**src/rtl/rsdp_tag_seq.sv**
```systemverilog
// rsdp_tag_seq: load/run/done sequencer for the RSDP tag inner-product datapath.
// Optional build macro TAG_AUTO_CHAIN_EN: one start runs b/y then a/x back to back.
module rsdp_tag_seq #(
    parameter int N_ELEM = 34,
    parameter int CNT_W  = 6
) (
    input  logic clk,
    input  logic rst,
    input  logic start,
    input  logic pair_sel,
    input  logic init_e,
    output logic ldb,
    output logic lda,
    output logic ldy,
    output logic ldx,
    output logic lde,
    output logic innerprod,
    output logic busy,
    output logic done
);
`ifdef TAG_AUTO_CHAIN_EN
    typedef enum logic [2:0] {IDLE, LOAD, RUN, LOAD2, RUN2, DONE} state_t;
    logic unused_pair_sel;
    assign unused_pair_sel = pair_sel;
`else
    typedef enum logic [1:0] {IDLE, LOAD, RUN, DONE} state_t;
`endif
    localparam logic [CNT_W-1:0] CNT_INIT = CNT_W'(N_ELEM - 1);
    state_t state_q, state_d;
    logic [CNT_W-1:0] cnt_q, cnt_d;
    logic sel_q, sel_d, init_q, init_d;
    logic ldb_q, ldb_d, lda_q, lda_d, ldy_q, ldy_d, ldx_q, ldx_d;
    logic lde_q, lde_d, innerprod_q, innerprod_d, busy_q, busy_d, done_q, done_d;
    // State, counter, captured request and registered (Moore) outputs.
    always_ff @(posedge clk) begin
        if (rst) begin
            state_q     <= IDLE;
            cnt_q       <= '0;
            sel_q       <= 1'b0;
            init_q      <= 1'b0;
            ldb_q       <= 1'b0;
            lda_q       <= 1'b0;
            ldy_q       <= 1'b0;
            ldx_q       <= 1'b0;
            lde_q       <= 1'b0;
            innerprod_q <= 1'b0;
            busy_q      <= 1'b0;
            done_q      <= 1'b0;
        end else begin
            state_q     <= state_d;
            cnt_q       <= cnt_d;
            sel_q       <= sel_d;
            init_q      <= init_d;
            ldb_q       <= ldb_d;
            lda_q       <= lda_d;
            ldy_q       <= ldy_d;
            ldx_q       <= ldx_d;
            lde_q       <= lde_d;
            innerprod_q <= innerprod_d;
            busy_q      <= busy_d;
            done_q      <= done_d;
        end
    end
    // Next state; a run leaves only when the down-counter reaches zero, so it never wraps.
    always_comb begin
        state_d = state_q;
        cnt_d   = cnt_q;
        sel_d   = sel_q;
        init_d  = init_q;
        case (state_q)
            IDLE: if (start) begin
                state_d = LOAD;
                cnt_d   = CNT_INIT;
`ifdef TAG_AUTO_CHAIN_EN
                sel_d   = 1'b0;
`else
                sel_d   = pair_sel;
`endif
                init_d  = init_e;
            end
            LOAD: state_d = RUN;
`ifdef TAG_AUTO_CHAIN_EN
            RUN: if (cnt_q == '0) begin
                state_d = LOAD2;
                cnt_d   = CNT_INIT;
            end else cnt_d = cnt_q - CNT_W'(1);
            LOAD2: state_d = RUN2;
            RUN2: if (cnt_q == '0) state_d = DONE;
                  else cnt_d = cnt_q - CNT_W'(1);
`else
            RUN: if (cnt_q == '0) state_d = DONE;
                 else cnt_d = cnt_q - CNT_W'(1);
`endif
            DONE: state_d = IDLE;
            default: state_d = IDLE;
        endcase
    end
    // Outputs are decoded from the upcoming state so they appear registered in that state.
    always_comb begin
        ldb_d       = state_d == LOAD && !sel_d;
        lda_d       = state_d == LOAD && sel_d;
        lde_d       = state_d == LOAD && init_d;
        innerprod_d = state_d == RUN;
`ifdef TAG_AUTO_CHAIN_EN
        lda_d       = lda_d || state_d == LOAD2;
        innerprod_d = innerprod_d || state_d == RUN2;
`endif
        ldy_d       = ldb_d;
        ldx_d       = lda_d;
        busy_d      = state_d != IDLE;
        done_d      = state_d == DONE;
    end
    assign ldb       = ldb_q;
    assign lda       = lda_q;
    assign ldy       = ldy_q;
    assign ldx       = ldx_q;
    assign lde       = lde_q;
    assign innerprod = innerprod_q;
    assign busy      = busy_q;
    assign done      = done_q;
endmodule

```
**config.mk**
```make
export PLATFORM = sky130hd
export DESIGN_NAME = rsdp_tag_seq
export DESIGN_NICKNAME = d
export VERILOG_FILES = /design/src/rtl/rsdp_tag_seq.sv
export SDC_FILE = /design/constraint.sdc
export NUM_CORES = 1
export LEC_CHECK = 0
export CORE_MARGIN = 2
export CORE_UTILIZATION = 53
export CTS_CLUSTER_DIAMETER = 100
export DETAILED_ROUTE_END_ITERATION = 16
export HOLD_SLACK_MARGIN = 0.1
export PLACE_DENSITY = 0.87
export SETUP_SLACK_MARGIN = 0.15
export SYNTH_ARGS = -nofsm -noshare
export SYNTH_HDL_FRONTEND = slang
export SYNTH_SLANG_ARGS = --single-unit
```
**constraint.sdc**
```tcl
create_clock -name clk -period 2.4 [get_ports clk]
set_input_delay 0.48 -clock clk [delete_from_list [all_inputs] [get_ports clk]]
set_output_delay 0.48 -clock clk [all_outputs]
set_load 0.02 [all_outputs]
```
==> impl_metrics.toml <==
[status]
status = "complete, no violations"

[finish]
diodes = 0
multi_input_area_um2 = 389
syn_to_final_growth_pct = 19.0
fillers = 102
ff_latch_area_um2 = 320
post_route_cells_drive_above_1_share = 0.120
fin_nets = 103

[synthesis]
netlist_instances = 80
synth-seq-cells = 16
synth_nets = 89
ys_seq_area_frac = 0.427
yosysWarnings = 0
syn_area_um2 = 751
ys_types = 26
syn_avg_cell_area_um2 = 9.38

[setup_path]
cp_max_fo = 1
path_cells = "clkdlybuf4s50_1"
critical-path-max-stage-delay_ps = 610
critPathTopFamily = "buffers and inverters"
required_ps = 1920
crit_path_top_delay_cell = "clkdlybuf4s50_1"
critPathLaunchType = "register"
endpoint_kind = "primary output"
cp_num_buf_inv = 1
path_class = "reg2out"
cp.arrival_ps = 1220

[floorplan]
start_util = 0.570
core_um2 = 1320
fp.dieW_um = 41.6
io_pins = 13
die_y_um = 41.6
die-area_um2 = 1730
num_rows = 13

[timing]
holdWs_ps = 511
hold_viol_final = 0
relSlewSlack = 0.657
min_period_ps = 1700
grt_setup_unrepaired = "false"
worstMarginPinSlew_ps = 512
max_freq_mhz = 588
tns_ps = 0
setup_viol = 0
slew_viol_final = 0
fin_skew_ps = 7.57
finalCritPeriodShare = 0.708

[global_route]
grt_overflow = 0
grt_pass1_vias = 597
antenna_found_initial = 0
grt_max_degree = 15
grt_pass1_wl_um = 2630
track_usage = 0.198

[cts]
h-tree-depth = 1
cts_num_sinks = 16
ctsHoldBuffers = 0
cts_tree = "done"
cts.clk_slew.worst_paths_ps = 90
root_buffer = "clkbuf_4"
post_cts_buffers = 0
cts_resized = 0
clk_latency_ps = 280
cts_made_buffers = 3
cts_max_path_buffers = 2

[drt]
drtAntennaViolNets = 0
drc = 0
vias_per_cell = 5.80
drt_iter0_markers = 22
drt_first_pass_iters = 4
wire_per_inst_um = 14.0
wl_um = 1500
vias = 621

[placed_design]
portBuffers = 12
globalplace.congestion = 0.922
dp_hpwl_um = 1160

[flow_run]
max_cap_viol_count = 0

[pwr]
ir_worst_vdd_uv = 701
p_leak_nw = 0.346
powerDensity_nw_per_um2 = 1360

[hold_path]
min_path_type = "reg2reg"
per-stage QoR:
step	setup WS, ps	util	area, um^2	power, mW	cells
2_1_floorplan	1000	-	751	0.902	80
3_3_place_gp	642	0.661	871	1.05	104
3_5_place_dp	593	0.661	871	1.08	104
4_1_cts	683	0.678	893	1.21	107
5_1_grt	648	0.678	893	1.31	107
6_report	700	0.678	893	1.21	107
path summary, 6_finish.rpt:
check | from | end | slack [ps] | depth (start not counted)
min reg2reg | init_q | init_q | 510 | 2
max reg2reg | cnt_q[0] | cnt_q[0] | 780 | 6
min | init_q | init_q | 510 | 2
max | lde | lde | 700 | 1
tightest hold or removal path: stages (launching register included):
cell	delay (ps)
dfxtp_1	310
mux2i_1	80
nor2_1	80
state kept, by name, indices dropped and copies added, names as in the netlist:
name	count
state_q	2
ldx	1
cnt_q	6
innerprod	1
sel_q	1
busy	1
done	1
lde	1
ldy	1
init_q	1
cell usage after synthesis (all sizes together):
master / instances / area [um^2]
a21oi: 5 / 28.8
a2bb2oi: 1 / 15.0
a311oi: 4 / 41.3
a31oi: 1 / 6.26
and2: 2 / 15.0
and3: 2 / 13.8
and4bb: 1 / 16.3
buf: 2 / 15.0
clkbuf: 1 / 3.75
dfxtp: 16 / 320
ha: 4 / 50.1
inv: 6 / 22.5
mux2i: 4 / 40.0
nand2: 4 / 15.0
nand2b: 2 / 12.5
nand4: 1 / 6.26
nand4b: 1 / 8.76
nor2: 12 / 45.0
nor3: 6 / 30.0
nor4b: 1 / 23.8
o21ai: 3 / 15.0
or2: 1 / 6.26
metal layers:
metal  global-route usage  vias to the layer above  share of wire
met4               0.0710                        0          0.019
met3               0.0391                        4          0.081
li1                     -                      304              -
met2                0.338                       26           0.49
met1                0.246                      287           0.41
met5                    0                        -              0
kinds of logic after synthesis:
group,synth area share
simple gates,0.257
flops,0.427
compound gates,0.142
buf+inv,0.0550
mux,0.0533
fa+ha+maj,0.0667
report_power, final:
group          internal (mW)  total (mW)  switching [mW]
Sequential             0.351       0.409          0.0580
Clock                 0.0582       0.136          0.0773
Combinational          0.296       0.668           0.372
Total                  0.705        1.21           0.507
layout by cell type, fill, tap and decap left out:
master and count:
clkbuf_4 3, nor2_1 12, nand2_1 4, nand4b_1 1
a21oi_2 1, mux2i_1 4, nor3_1 6, and2_2 2
a311oi_2 1, a21oi_1 4, or2_1 1, inv_1 6
and3_1 1, nor4b_4 1, and3_2 1, nand2b_1 2
a311oi_1 3, and4bb_4 1, nand4_1 1, a31oi_1 1
ha_1 4, o21ai_0 2, dfxtp_1 16, a2bb2oi_2 1
o21ai_1 1, clkdlybuf4s50_1 12
cell type report:
cell class	instances	area share
clock buffers	3	0.0252
flip-flops and latches	16	0.359
multi-input cells	55	0.436
repair buffers	12	0.134
well taps	15	0.0210
inverters	6	0.0252
Note: power is estimated with default switching activity, not from simulation.
